===== config.mk =====
export PLATFORM = sky130hd
export DESIGN_NAME = operand2_shift_sequencer
export DESIGN_NICKNAME = d
export VERILOG_FILES = /design/src/rtl/operand2_shift_sequencer.sv
export SDC_FILE = /design/constraint.sdc
export NUM_CORES = 1
export LEC_CHECK = 0
export ABC_CLOCK_PERIOD_IN_PS = 4500
export CAP_MARGIN = 0
export CORE_MARGIN = 10
export CORE_UTILIZATION = 45
export CTS_CLUSTER_SIZE = 40
export DETAILED_ROUTE_END_ITERATION = 7
export DONT_BUFFER_PORTS = 1
export PLACE_DENSITY_LB_ADDON = 0.25
export SLEW_MARGIN = 10
export SYNTH_ARGS = -nofsm -noshare
export SYNTH_HDL_FRONTEND = slang
export SYNTH_SLANG_ARGS = --single-unit

===== constraint.sdc =====
create_clock -name clk -period 4.5 [get_ports clk]
set_input_delay 0.45 -clock clk [delete_from_list [all_inputs] [get_ports clk]]
set_output_delay 0.45 -clock clk [all_outputs]
set_load 0.1 [all_outputs]

===== src/rtl/operand2_shift_sequencer.sv =====
`default_nettype none
// ============================================================================
//  Module      : operand2_shift_sequencer
//  Description : Multi-cycle operand-2 generator for the EXE stage; applies
//                LSL/LSR/ASR/ROR shifts at most STEP bits per cycle.
//  Revision    : 1.0 - initial release
// ============================================================================
module operand2_shift_sequencer #(
    parameter int WIDTH = 32,
    parameter int STEP  = 4
) (
    input  logic             clk,
    input  logic             rst,
    input  logic             start,
    input  logic             imm,
    input  logic             is_mem_related,
    input  logic [WIDTH-1:0] val_r_m,
    input  logic [WIDTH-1:0] val_r_s,
    input  logic [11:0]      shift_operand,
    output logic             busy,
    output logic             done,
    output logic [WIDTH-1:0] val_2
);

    localparam int CNT_W = $clog2(WIDTH + 1);
    localparam int ROT_W = $clog2(WIDTH);

    localparam logic [CNT_W-1:0] c_width_cnt = CNT_W'(WIDTH);
    localparam logic [CNT_W-1:0] c_step_cnt  = CNT_W'(STEP);

    localparam logic [1:0] c_kind_lsl = 2'b00;
    localparam logic [1:0] c_kind_lsr = 2'b01;
    localparam logic [1:0] c_kind_asr = 2'b10;
    localparam logic [1:0] c_kind_ror = 2'b11;

    typedef enum logic [1:0] {
        IDLE  = 2'd0,
        SHIFT = 2'd1,
        DONE  = 2'd2
    } state_t;

    state_t           r_state;
    state_t           w_state_next;
    logic [WIDTH-1:0] r_acc;
    logic [WIDTH-1:0] w_acc_next;
    logic [1:0]       r_kind;
    logic [1:0]       w_kind_next;
    logic [CNT_W-1:0] r_remaining;
    logic [CNT_W-1:0] w_rem_next;
    logic [WIDTH-1:0] r_val_2;
    logic             w_load;

    logic [7:0]       w_amt;
    logic [1:0]       w_dec_kind;
    logic [WIDTH-1:0] w_dec_acc;
    logic [CNT_W-1:0] w_dec_count;

    logic [CNT_W-1:0] w_step;
    logic [WIDTH-1:0] w_shifted;

    // Operand decode, only consumed on the cycle a start is accepted
    always_comb begin
        w_amt       = '0;
        w_dec_kind  = c_kind_lsl;
        w_dec_acc   = '0;
        w_dec_count = '0;
        if (is_mem_related) begin
            w_dec_acc = {{(WIDTH-12){1'b0}}, shift_operand};
        end else if (imm) begin
            w_dec_acc  = {{(WIDTH-8){1'b0}}, shift_operand[7:0]};
            w_dec_kind = c_kind_ror;
            w_amt      = {3'b000, shift_operand[11:8], 1'b0};
        end else begin
            w_dec_acc  = val_r_m;
            w_dec_kind = shift_operand[6:5];
            w_amt      = shift_operand[4] ? val_r_s[7:0] : {3'b000, shift_operand[11:7]};
        end

        // Rotations wrap modulo WIDTH; linear shifts saturate at WIDTH
        if (w_dec_kind == c_kind_ror) begin
            w_dec_count = CNT_W'(w_amt[ROT_W-1:0]);
        end else if ({1'b0, w_amt} >= 9'(WIDTH)) begin
            w_dec_count = c_width_cnt;
        end else begin
            w_dec_count = CNT_W'(w_amt);
        end
    end

    always_comb begin
        w_step    = (r_remaining < c_step_cnt) ? r_remaining : c_step_cnt;
        w_shifted = r_acc;
        case (r_kind)
            c_kind_lsl: w_shifted = r_acc << w_step;
            c_kind_lsr: w_shifted = r_acc >> w_step;
            c_kind_asr: w_shifted = $signed(r_acc) >>> w_step;
            c_kind_ror: w_shifted = (r_acc >> w_step) | (r_acc << (c_width_cnt - w_step));
            default:    w_shifted = r_acc;
        endcase
    end

    always_comb begin
        w_state_next = r_state;
        w_acc_next   = r_acc;
        w_kind_next  = r_kind;
        w_rem_next   = r_remaining;
        w_load       = 1'b0;
        case (r_state)
            IDLE: begin
                if (start) begin
                    w_acc_next  = w_dec_acc;
                    w_kind_next = w_dec_kind;
                    w_rem_next  = w_dec_count;
                    if (w_dec_count == '0) begin
                        w_state_next = DONE;
                        w_load       = 1'b1;
                    end else begin
                        w_state_next = SHIFT;
                    end
                end
            end
            SHIFT: begin
                w_acc_next = w_shifted;
                w_rem_next = r_remaining - w_step;
                if (w_rem_next == '0) begin
                    w_state_next = DONE;
                    w_load       = 1'b1;
                end
            end
            DONE: begin
                w_state_next = IDLE;
            end
            default: begin
                w_state_next = IDLE;
            end
        endcase
    end

    always_ff @(posedge clk or posedge rst) begin
        if (rst) begin
            r_state     <= IDLE;
            r_acc       <= '0;
            r_kind      <= c_kind_lsl;
            r_remaining <= '0;
            r_val_2     <= '0;
        end else begin
            r_state     <= w_state_next;
            r_acc       <= w_acc_next;
            r_kind      <= w_kind_next;
            r_remaining <= w_rem_next;
            // Result register only moves on entry to DONE, hiding partial shifts
            if (w_load) begin
                r_val_2 <= w_acc_next;
            end
        end
    end

    assign busy  = (r_state != IDLE);
    assign done  = (r_state == DONE);
    assign val_2 = r_val_2;

endmodule
`default_nettype wire


==> impl_results.md <==
- Die area: roughly 21000 um2
- Final period util: between 80% and 90%
- Final Skew: ~0.013 ns
- Root cell of the clock tree: clkbuf_16
- Relative slew slack: between 20% and 30%
- Pre-CTS WS: around 0.61 ns
- Critical Path Fanout Max: 28
- Core area: 15300 um2
- Routed wire per std cell: between 20 and 30 um
- Maximum clock path buffer count: 2
- Routability cong.: 0.990
- Max Freq: about 250 MHz
- IO Port Bufs: 0
- Worst hold path class: in2async
- Post-CTS sizing: 0
- Nature of the critical path endpoint: flop
- Core Util, Final: between 40% and 50%
- Maxcap violations: 0
- Worst Path Required: 4.73 ns
- Post-Route WL: roughly 29000 um
- Clock Latency Late Sink: about 0.36 ns
- Sequential area share after synthesis: between 20% and 30%
- Final Hold Vio Count: 0
- Iteration-0 DRC count of the detailed router: ~1100
- Post-detailed-route count of antenna-violating nets: 0
- Vias per std cell: ~7.4
- Grt total ovfl: 0
- Netlist cell types: 80
- Cell Rows: 45
- Number of flops mapped to enable cells by yosys: 0
- Fin. max-slew vios: 0
- CP Data Arrival Time: ~4.2 ns
- Clk sinks: between 70 and 80
- Total CTS buffers: 9
- Reg2reg path depth: 8
- Synthesis warning total: 0
- CTS H-tree depth: 3
- Tot GR Track Use: 26.0%
- Initial antenna violation count: 0
- Syn Inst Count: about 850
- Async S/R FF share, synth: between 90% and 100%
- Status: finished clean
- DIE WIDTH: 145 um
- Number of diodes: 0
- Mapped Area: about 7000 um2
- Worst Setup Start Kind: flop
- Global-route wire length before repair: around 44000 um
- RSZ-0062 raised after global routing: no
- CTS tree: done
- Final Net Count: 860
- First drt pass iteration count: 6
- Worst-margin pin slew: between 1 and 1.5 ns
- Setup repair bufs after CTS: 0
- Fraction of layout cells with a size suffix above 1: between 10% and 20%
- Io pins: between 100 and 150
- DP Wirelength: about 20000 um
- Drt drc: 0
- Final min period: around 4.0 ns
- Hold buffers post-CTS: 0
- Vias: roughly 7400
- Final setup margin: ~0.52 ns
- Primary FF master, synth: dfrtp_1
- Initial core utilization: between 40% and 50%
- Seq cells post-synth: 74
- Vias in the first global route: around 7000
- Syn nets: about 930
- Clock transition at path regs: approximately 0.060 ns
- Crit Path Category: reg2reg
- Area Overhead vs Synth: 4.76%
- Final setup fails: 0
- Largest net degree at the start of global routing: 86
- Mapped Avg Cell Area: between 8 and 9 um2
- Die height: 145 um
- Setup TNS: 0 ns
==> state kept, by name, indices dropped and copies added, names as in the netlist <==
name,cells
r_acc,32
r_kind,2
r_remaining,6
r_state,2
val_2,32
==> path summary, 6_finish.rpt <==
check                                from        endpoint  slack, ns
max reg2reg                r_remaining[2]       val_2[27]       0.52
max in group asynchronous             rst        r_acc[3]       3.48
min in group clk           is_mem_related       r_kind[0]       0.19
max                        r_remaining[2]       val_2[27]       0.52
min                                   rst       r_acc[16]       0.09
min reg2reg                r_remaining[1]  r_remaining[1]       0.65
==> per-stage QoR <==
step / hold slack, ns / instance area (um2) / instances
final: 0.0941 / 7410 / 993
after detailed placement: 0.494 / 7100 / 977
after floorplan: 0.573 / 7070 / 849
after CTS: 0.125 / 7410 / 993
after global routing: 0.150 / 7410 / 993
after global placement: 0.479 / 7100 / 977
==> cell type report <==
class	instances	area (um2)
flip-flops and latches	74	1850
repair buffers	25	200
clock inverters	6	65.1
multi-input cells	652	4720
fillers	1536	7910
clock buffers	10	239
inverters	15	62.6
well taps	211	264
==> logic make-up after synthesis <==
group                      count (synthesis)  share of synthesized area (%)
AOI/OAI and AO/OA                        311                           30.2
xor gates and xnor gates                   4                          0.496
adders and majority gates                  2                          0.354
buffers and inverters                    123                           7.35
DFF                                       74                           26.2
muxes                                     81                           17.5
other                                      1                         0.0530
and+or+nand+nor                          253                           17.9
==> cells in the mapped netlist (all sizes together) (8+ instances only) <==
cell    number  share of area [%]
a22oi       13                1.4
mux4        30                9.7
clkbuf      78                4.2
o31ai       10                1.1
nand3       51                3.6
a21oi       48                3.4
o211ai      23                2.4
o22ai        9               0.80
inv         13               0.76
a31oi       26                2.3
a221oi       8                1.1
nor2b       10               0.88
mux2        30                4.8
and3        11               0.97
nor3        26                1.9
buf         30                2.3
nand2       84                4.5
nor2        32                2.0
dfrtp       74                 26
a211oi      19                2.1
a211o       12                1.5
o21ai       66                4.7
mux2i       21                3.0
==> placed cells by master (no fill, tap or decap), drive strengths merged, types with 9 or more instances in the layout <==
cell type | synthesis | layout
nor2 | 32 | 32
nor3 | 26 | 26
a31oi | 26 | 26
mux2 | 30 | 30
clkbuf | 78 | 10
nand2 | 84 | 84
nand3 | 51 | 51
buf | 30 | 25
o22ai | 9 | 9
mux2i | 21 | 21
a22oi | 13 | 13
o31ai | 10 | 10
a21oi | 48 | 48
a211o | 12 | 12
mux4 | 30 | 30
a211oi | 19 | 19
and3 | 11 | 11
o211ai | 23 | 23
dfrtp | 74 | 74
nor2b | 10 | 10
o21ai | 66 | 66
inv | 13 | 13
==> critical path, cell delays in order (launching register included) <==
cell	delay [ns]
dfrtp_1	0.49
or4_4	0.65
nor2_8	0.33
inv_6	0.19
ha_1	0.57
mux4_2	0.35
a2111oi_0	0.77
o31ai_1	0.20
mux2_2	0.30
==> layer usage <==
metal	share of wire (%)	track usage (%)	vias to the layer above
met5	0	0	-
met3	12	7.14	84
met2	45	39.3	545
met1	39	34.1	3651
li1	-	-	3116
met4	3.9	11.0	0
Power is left out: the tool's default activity adds up to more than one toggle a clock period on the data nets, which glitch-free logic cannot reach.
